`config.mk`:
```
export PLATFORM = sky130hd
export DESIGN_NAME = tlv5618_ch_sched_flat
export DESIGN_NICKNAME = d
export VERILOG_FILES = /design/src/rtl/tlv5618_ch_sched_pkg.sv /design/src/rtl/tlv5618_ch_sched_if.sv /design/src/rtl/tlv5618_ch_sched.sv /design/src/flat_wrapper.sv
export SDC_FILE = /design/constraint.sdc
export NUM_CORES = 1
export LEC_CHECK = 0
export BUFFER_PORTS_ARGS = -buffer_cell sky130_fd_sc_hd__buf_2
export CELL_PAD_IN_SITES_DETAIL_PLACEMENT = 0
export CELL_PAD_IN_SITES_GLOBAL_PLACEMENT = 1
export CORE_MARGIN = 2
export CORE_UTILIZATION = 45
export CTS_CLUSTER_SIZE = 8
export DETAILED_ROUTE_END_ITERATION = 6
export PLACE_DENSITY_LB_ADDON = 0.1
export SLEW_MARGIN = 20
export SYNTH_ARGS = -nofsm -noshare
export SYNTH_HDL_FRONTEND = slang
export SYNTH_SLANG_ARGS = --single-unit
```
`constraint.sdc`:
```
create_clock -name clk -period 6.8 [get_ports clk]
set_input_delay 0.68 -clock clk [delete_from_list [all_inputs] [get_ports clk]]
set_output_delay 0.68 -clock clk [all_outputs]
set_load 0.01 [all_outputs]
```
`src/rtl/tlv5618_ch_sched_pkg.sv`:
```
// Shared types for the TLV5618 channel scheduler: FSM states, R1/R0 control codes, word packing.
package tlv5618_pkg;

    typedef enum logic [1:0] {
        IDLE = 2'd0,
        GO   = 2'd1,
        WAIT = 2'd2
    } state_t;

    localparam logic [1:0] CTL_WR_A   = 2'b10;
    localparam logic [1:0] CTL_WR_B   = 2'b00;
    localparam logic [1:0] CTL_WR_BUF = 2'b01;

    // Control word layout on the wire: {R1, SPD, PWR, R0, D11..D0}
    function automatic logic [15:0] pack_word(
        input logic [1:0]  ctl,
        input logic        spd,
        input logic        pwr,
        input logic [11:0] data
    );
        return {ctl[1], spd, pwr, ctl[0], data};
    endfunction

endpackage

```
`src/rtl/tlv5618_ch_sched_if.sv`:
```
// Request side (two channels + mode bits) and driver side of the scheduler in one bundle.
interface tlv5618_ch_sched_if;

    logic [11:0] cha_data;
    logic        cha_valid;
    logic        cha_ready;
    logic [11:0] chb_data;
    logic        chb_valid;
    logic        chb_ready;
    logic        sync_en;
    logic        spd;
    logic        pwr_dn;
    logic [15:0] drv_set_data;
    logic        drv_set_go;
    logic        drv_set_done;
    logic        busy;
    logic        err;

    modport slave (
        input  cha_data, cha_valid, chb_data, chb_valid,
        input  sync_en, spd, pwr_dn, drv_set_done,
        output cha_ready, chb_ready, drv_set_data, drv_set_go, busy, err
    );

    modport master (
        output cha_data, cha_valid, chb_data, chb_valid,
        output sync_en, spd, pwr_dn, drv_set_done,
        input  cha_ready, chb_ready, drv_set_data, drv_set_go, busy, err
    );

endinterface

```
`src/rtl/tlv5618_ch_sched.sv`:
```
// Round-robin A/B scheduler feeding the TLV5618 driver; TLV_SCHED_TIMEOUT_EN adds a sticky frame watchdog.
// Latency: set_go in the 2nd cycle after an accept when idle with no gap pending.
// Backpressure: each channel has one holding slot; ready stays low until its frame's done.
module tlv5618_ch_sched
    import tlv5618_pkg::*;
#(
    parameter int GAP_CYC     = 2,
    parameter int TIMEOUT_CYC = 1024
) (
    input  logic              clk,
    input  logic              rst_n,
    tlv5618_ch_sched_if.slave bus
);

    state_t      r_state, w_state_nxt;
    logic        r_pend_a, r_pend_b;
    logic [11:0] r_hold_a, r_hold_b;
    logic        r_last_b;
    logic [7:0]  r_gap;
    logic        r_sync, r_sync_first, r_gnt_a;
    logic        r_spd, r_pwr;
    logic [15:0] r_data;

    logic        w_start, w_second, w_fin, w_timeout;
    logic        w_sync_sel, w_gnt_a_sel;
    logic [15:0] w_word;

    assign w_sync_sel  = bus.sync_en & r_pend_a & r_pend_b;
    assign w_gnt_a_sel = r_pend_a & (~r_pend_b | r_last_b);
    assign w_word      = w_sync_sel  ? pack_word(CTL_WR_BUF, bus.spd, bus.pwr_dn, r_hold_b) :
                         w_gnt_a_sel ? pack_word(CTL_WR_A,   bus.spd, bus.pwr_dn, r_hold_a) :
                                       pack_word(CTL_WR_B,   bus.spd, bus.pwr_dn, r_hold_b);

    always_comb begin
        w_state_nxt = r_state;
        w_start     = 1'b0;
        w_second    = 1'b0;
        w_fin       = 1'b0;
        case (r_state)
            IDLE: begin
                if ((r_gap == 8'd0) && (r_pend_a || r_pend_b)) begin
                    w_state_nxt = GO;
                    w_start     = 1'b1;
                end
            end
            GO: w_state_nxt = WAIT;
            WAIT: begin
                if (bus.drv_set_done) begin
                    if (r_sync && r_sync_first) begin
                        w_state_nxt = GO;
                        w_second    = 1'b1;
                    end else begin
                        w_state_nxt = IDLE;
                        w_fin       = 1'b1;
                    end
                end else if (w_timeout) begin
                    w_state_nxt = IDLE;
                    w_fin       = 1'b1;
                end
            end
            default: w_state_nxt = IDLE;
        endcase
    end

    always_ff @(posedge clk or negedge rst_n) begin
        if (!rst_n) begin
            r_state      <= IDLE;
            r_pend_a     <= 1'b0;
            r_pend_b     <= 1'b0;
            r_hold_a     <= '0;
            r_hold_b     <= '0;
            r_last_b     <= 1'b1;
            r_gap        <= '0;
            r_sync       <= 1'b0;
            r_sync_first <= 1'b0;
            r_gnt_a      <= 1'b0;
            r_spd        <= 1'b0;
            r_pwr        <= 1'b0;
            r_data       <= '0;
        end else begin
            r_state <= w_state_nxt;
            if (w_start) begin
                r_data       <= w_word;
                r_sync       <= w_sync_sel;
                r_sync_first <= w_sync_sel;
                r_gnt_a      <= w_gnt_a_sel;
                r_spd        <= bus.spd;
                r_pwr        <= bus.pwr_dn;
            end
            // Second half of a sync pair reuses the mode bits captured at grant.
            if (w_second) begin
                r_data       <= pack_word(CTL_WR_A, r_spd, r_pwr, r_hold_a);
                r_sync_first <= 1'b0;
            end
            if (w_fin) begin
                r_gap <= 8'(GAP_CYC);
                if (!r_sync) r_last_b <= ~r_gnt_a;
            end else if ((r_state == IDLE) && (r_gap != 8'd0)) begin
                r_gap <= r_gap - 8'd1;
            end
            if (w_fin && (r_sync || r_gnt_a)) begin
                r_pend_a <= 1'b0;
            end else if (bus.cha_valid && !r_pend_a) begin
                r_pend_a <= 1'b1;
                r_hold_a <= bus.cha_data;
            end
            if (w_fin && (r_sync || !r_gnt_a)) begin
                r_pend_b <= 1'b0;
            end else if (bus.chb_valid && !r_pend_b) begin
                r_pend_b <= 1'b1;
                r_hold_b <= bus.chb_data;
            end
        end
    end

`ifdef TLV_SCHED_TIMEOUT_EN
    localparam int WD_W = $clog2(TIMEOUT_CYC + 1);

    logic [WD_W-1:0] r_wd;
    logic            r_err;

    assign w_timeout = (r_state == WAIT) && !bus.drv_set_done && (r_wd == WD_W'(TIMEOUT_CYC - 1));

    always_ff @(posedge clk or negedge rst_n) begin
        if (!rst_n) begin
            r_wd  <= '0;
            r_err <= 1'b0;
        end else begin
            if (r_state != WAIT)        r_wd <= '0;
            else if (!bus.drv_set_done) r_wd <= r_wd + 1'b1;
            if (w_timeout) r_err <= 1'b1;
        end
    end

    assign bus.err = r_err;
`else
    // No watchdog: WAIT holds until the driver reports done.
    assign w_timeout = (TIMEOUT_CYC < 0);
    assign bus.err   = 1'b0;
`endif

    assign bus.cha_ready    = ~r_pend_a;
    assign bus.chb_ready    = ~r_pend_b;
    assign bus.drv_set_data = r_data;
    assign bus.drv_set_go   = (r_state == GO);
    assign bus.busy         = (r_state != IDLE) | r_pend_a | r_pend_b;

endmodule

```
`src/flat_wrapper.sv`:
```
// flat-port wrapper written by rule: the top's interface ports become plain ports
module tlv5618_ch_sched_flat import tlv5618_pkg::*;
#(
    parameter int GAP_CYC     = 2,
    parameter int TIMEOUT_CYC = 1024
)
  (clk, rst_n, bus_cha_data, bus_cha_valid, bus_chb_data, bus_chb_valid, bus_sync_en, bus_spd, bus_pwr_dn, bus_drv_set_done, bus_cha_ready, bus_chb_ready, bus_drv_set_data, bus_drv_set_go, bus_busy, bus_err);
  tlv5618_ch_sched_if bus_i ();
  input  logic clk;
  input  logic rst_n;
  input wire logic [$bits(bus_i.cha_data)-1:0] bus_cha_data;
  input wire logic [$bits(bus_i.cha_valid)-1:0] bus_cha_valid;
  input wire logic [$bits(bus_i.chb_data)-1:0] bus_chb_data;
  input wire logic [$bits(bus_i.chb_valid)-1:0] bus_chb_valid;
  input wire logic [$bits(bus_i.sync_en)-1:0] bus_sync_en;
  input wire logic [$bits(bus_i.spd)-1:0] bus_spd;
  input wire logic [$bits(bus_i.pwr_dn)-1:0] bus_pwr_dn;
  input wire logic [$bits(bus_i.drv_set_done)-1:0] bus_drv_set_done;
  output wire logic [$bits(bus_i.cha_ready)-1:0] bus_cha_ready;
  output wire logic [$bits(bus_i.chb_ready)-1:0] bus_chb_ready;
  output wire logic [$bits(bus_i.drv_set_data)-1:0] bus_drv_set_data;
  output wire logic [$bits(bus_i.drv_set_go)-1:0] bus_drv_set_go;
  output wire logic [$bits(bus_i.busy)-1:0] bus_busy;
  output wire logic [$bits(bus_i.err)-1:0] bus_err;
  assign bus_i.cha_data = bus_cha_data;
  assign bus_i.cha_valid = bus_cha_valid;
  assign bus_i.chb_data = bus_chb_data;
  assign bus_i.chb_valid = bus_chb_valid;
  assign bus_i.sync_en = bus_sync_en;
  assign bus_i.spd = bus_spd;
  assign bus_i.pwr_dn = bus_pwr_dn;
  assign bus_i.drv_set_done = bus_drv_set_done;
  assign bus_cha_ready = bus_i.cha_ready;
  assign bus_chb_ready = bus_i.chb_ready;
  assign bus_drv_set_data = bus_i.drv_set_data;
  assign bus_drv_set_go = bus_i.drv_set_go;
  assign bus_busy = bus_i.busy;
  assign bus_err = bus_i.err;
  tlv5618_ch_sched #(.GAP_CYC(GAP_CYC), .TIMEOUT_CYC(TIMEOUT_CYC)) u_core (.clk(clk), .rst_n(rst_n), .bus(bus_i));
endmodule
```
==> implementation parameters <==
Parameter                              Value

Outcome
  Result of the run    complete, no violations

Clocking
  CTS tree    done
  Total number of H-tree levels    3
  Clock buffers created by TritonCTS    9
  Maximum clock insertion buffer count    2
  Clock transition at the registers of the reported paths    0.06 ns
  CTS hold repair buffers    0
  Master cell of the clock root buffer    sky130_fd_sc_hd__clkbuf_8
  Skew-Pair Late Insertion Delay    0.33 ns
  Buffer count from post-CTS setup fixing    0
  Post-cts gate resize count    0
  Clk sink count    57

Floorplanning
  Area of the die    6270 µm²
  Core outline area    5470 µm²
  Starting density of the core    46.5%
  Boundary Pins    53
  Floorplan row count    27
  Die height    79.2 µm
  Chip width    79.2 µm

Drt
  Routed Antenna Nets    0
  Drt first pass iters    4
  Via density per instance    5.38
  Wire length reported by the detailed router    5.70 mm
  1st-iter DRT viols    111
  Routed length per placed instance    16.0 µm
  Total number of vias    1922
  Number of remaining DRC errors    0

Global routing
  Global-route wire length before repair    9.41 mm
  Total congestion overflow    0
  Antenna violations before repair    0
  Total Routing Usage GR    20.0%
  Largest net degree at the start of global routing    58
  Number of global-route vias before repair    1924

Synth
  Complex-gate fraction of the synthesized area    15.0%
  Number of synthesized flops with an enable pin    0
  Dominant combinational cell family by area after synthesis    compound AO/OA/AOI/OAI gates
  Synthesized instance count    231
  Net Count, Synth    265
  Synth Area in Adders    0.984%
  XOR/XNOR share of the synthesized area    2.07%
  Most used flip-flop cell after synthesis    sky130_fd_sc_hd__dfrtp_1
  Number of warnings printed during yosys synthesis    0
  Fraction of synthesized area in multiplexers    10.6%
  Post-synthesis simple-gate area fraction    11.2%
  Ys async rst share    100%
  Synthesized flop and latch total    57
  Area of the mapped netlist    2540 µm²
  Average instance area after synthesis    11.0 µm²
  Post-synth cell types    42
  Sequential element share of the synthesized area    56.2%

Place
  Last weighted congestion value of the routability-driven placer    0.839
  Buffers added on ports    51
  Placed wire-length estimate    3.93 mm

Cells and area
  Fillers    523
  Post-layout nets    315
  Core Util, Final    56.4%
  Layout cell share with drive strength beyond 1    36.8%
  Area of all sequential standard cells    1430 µm²
  Synth-to-Final Area Change    21.5%
  Footprint of the multi-input gates    1020 µm²
  Antenna diodes    0

Worst setup path
  Kind of critical path    flop to flop
  Top fanout value on the critical path    19
  Critical path endpoint category    flop
  Arrival time of data at the critical path endpoint    2.91 ns
  CP Launch Type    flop
  Data required time at the worst endpoint    6.99 ns

STA
  Worst-margin pin slew    0.972 ns
  Final slew viol count    0
  Worst rel slew slack    35.0%
  Achievable clock frequency    368 MHz
  RSZ-0062 raised after global routing    false
  Final cycle utilization of the critical path    40.0%
  Final Hold Fails    0
  Setup TNS    0 ns
  Final number of setup-violating endpoints    0
  Min Tclk post-route    2.72 ns
  Post-Route Skew    0.00757 ns

Min path
  Min-Delay Path Class    flop to flop

Power
  Design Power    0.000775 W
  Leak pwr    1.47 nW
  Worst IR drop on VDD    0.000144 V
  Cell Pwr Density    251 nW/µm²

Job
  Reported max-cap violation count    0
[sequential cells by signal (all words and copies together), names as in the netlist]
signal                   flops
u_core.r_hold_b             12
u_core.r_pwr                 1
u_core.r_gnt_a               1
u_core.r_sync                1
u_core.r_spd                 1
u_core.r_state               2
u_core.r_pend_b              1
u_core.bus.drv_set_data     16
u_core.r_pend_a              1
u_core.r_hold_a             12
u_core.r_gap                 8
u_core.r_last_b              1
[metrics by stage]
step	setup WS, ns	std cells	hold slack [ns]	cell area (µm²)
after floorplan	4.43	231	0.384	2540
after global placement	3.93	342	0.450	2840
after detailed placement	3.90	342	0.449	2840
after CTS	4.10	357	0.459	3080
after global routing	3.89	357	0.501	3090
final	4.08	357	0.464	3090
[cell usage in the layout, fill, tap and decap left out, types with 2 or more instances in the layout]
cell / Yosys / final
sky130_fd_sc_hd__nand2_1: 9 / 9
sky130_fd_sc_hd__buf_4: 2 / 3
sky130_fd_sc_hd__or2_2: 3 / 3
sky130_fd_sc_hd__mux2_2: 24 / 24
sky130_fd_sc_hd__a21oi_1: 18 / 17
sky130_fd_sc_hd__a211o_1: 2 / 2
sky130_fd_sc_hd__bufinv_16: 0 / 3
sky130_fd_sc_hd__o21ai_0: 16 / 16
sky130_fd_sc_hd__ha_1: 2 / 2
sky130_fd_sc_hd__nor2b_1: 2 / 2
sky130_fd_sc_hd__nor3_1: 2 / 2
sky130_fd_sc_hd__a21oi_2: 1 / 2
sky130_fd_sc_hd__a221o_1: 2 / 2
sky130_fd_sc_hd__dfrtp_1: 56 / 56
sky130_fd_sc_hd__nor2_1: 17 / 17
sky130_fd_sc_hd__clkbuf_8: 0 / 10
sky130_fd_sc_hd__a31oi_1: 13 / 13
sky130_fd_sc_hd__inv_1: 8 / 8
sky130_fd_sc_hd__nand3_1: 12 / 12
sky130_fd_sc_hd__o2111ai_1: 2 / 2
sky130_fd_sc_hd__xor2_1: 5 / 5
sky130_fd_sc_hd__buf_2: 2 / 51
sky130_fd_sc_hd__o211ai_1: 2 / 2
sky130_fd_sc_hd__a21o_2: 2 / 2
[critical path, cell delays in order, from the launching register on]
cell and delay [ns]:
sky130_fd_sc_hd__dfrtp_1 0.40, sky130_fd_sc_hd__inv_1 0.12, sky130_fd_sc_hd__ha_1 0.15, sky130_fd_sc_hd__or3b_2 0.52, sky130_fd_sc_hd__o21ai_2 0.64, sky130_fd_sc_hd__nand2_1 0.21, sky130_fd_sc_hd__inv_1 0.39, sky130_fd_sc_hd__a31oi_1 0.14
[logic make-up (layout without fill, tap and decap cells)]
logic type,Yosys count,after routing
adder cells (fa/ha/maj),2,2
XOR/XNOR,6,6
flip-flops,57,57
multiplexers,24,24
other,1,1
AO/OA/AOI/OAI,62,62
AND/OR/NAND/NOR,56,56
buffers and inverters,23,77
[report_power, final]
| group | switching [W] | internal (W) | total, W | leakage (nW) |
|---|---|---|---|---|
| registers | 0.00000584 | 0.000350 | 0.000356 | 0.720 |
| logic | 0.0000148 | 0.0000166 | 0.0000315 | 0.631 |
| clock network | 0.000136 | 0.000251 | 0.000387 | 0.122 |
[Yosys cell counts (2+ instances only)]
| library cell | count | area [µm²] |
|---|---|---|
| sky130_fd_sc_hd__inv_1 | 8 | 30.0 |
| sky130_fd_sc_hd__o2111ai_1 | 2 | 17.5 |
| sky130_fd_sc_hd__dfrtp_1 | 56 | 1400 |
| sky130_fd_sc_hd__a21o_2 | 2 | 17.5 |
| sky130_fd_sc_hd__mux2_2 | 24 | 270 |
| sky130_fd_sc_hd__nand3_1 | 12 | 60.1 |
| sky130_fd_sc_hd__a21oi_1 | 18 | 90.1 |
| sky130_fd_sc_hd__nor2_1 | 17 | 63.8 |
| sky130_fd_sc_hd__buf_2 | 2 | 10.0 |
| sky130_fd_sc_hd__a211o_1 | 2 | 17.5 |
| sky130_fd_sc_hd__a221o_1 | 2 | 20.0 |
| sky130_fd_sc_hd__buf_4 | 2 | 15.0 |
| sky130_fd_sc_hd__nor3_1 | 2 | 10.0 |
| sky130_fd_sc_hd__nand2_1 | 9 | 33.8 |
| sky130_fd_sc_hd__or2_2 | 3 | 18.8 |
| sky130_fd_sc_hd__ha_1 | 2 | 25.0 |
| sky130_fd_sc_hd__a31oi_1 | 13 | 81.3 |
| sky130_fd_sc_hd__o211ai_1 | 2 | 15.0 |
| sky130_fd_sc_hd__clkbuf_1 | 10 | 37.5 |
| sky130_fd_sc_hd__xor2_1 | 5 | 43.8 |
| sky130_fd_sc_hd__nor2b_1 | 2 | 12.5 |
| sky130_fd_sc_hd__o21ai_0 | 16 | 80.1 |
[final cells by class]
class / instances / share of cell area (%)
clock inverters: 5 / 3.36
flip-flops and latches: 57 / 46.2
repair buffers: 54 / 9.00
clock buffers: 10 / 4.46
well taps: 72 / 2.92
multi-input cells: 151 / 33.1
inverters: 8 / 0.972
[final timing paths]
check	from	endpoint	slack, ns	cells after the start
worst min-delay path	u_core.r_gnt_a$_DFFE_PN0P_	u_core.r_last_b$_DFFE_PN1P_	0.46	1
worst min register to register	u_core.r_gnt_a$_DFFE_PN0P_	u_core.r_last_b$_DFFE_PN1P_	0.46	1
min in group asynchronous	rst_n	u_core.r_sync$_DFFE_PN0P_	0.47	2
worst max-delay path	u_core.r_gap[0]$_DFFE_PN0P_	u_core.bus.drv_set_data[15]$_DFFE_PN0P_	4.08	7
max in group asynchronous	rst_n	u_core.r_gap[3]$_DFFE_PN0P_	5.84	2
worst max register to register	u_core.r_gap[0]$_DFFE_PN0P_	u_core.bus.drv_set_data[15]$_DFFE_PN0P_	4.08	7
[routing by layer]
metal	GRT usage, %	routed length, µm	vias to the layer above
li1	-	-	925
met1	27.1	2630	937
met2	30.3	2740	54
met3	5.91	273	6
met4	7.41	55	0
met5	0	0	-
No activity file was read; power rests on OpenSTA's default activity.
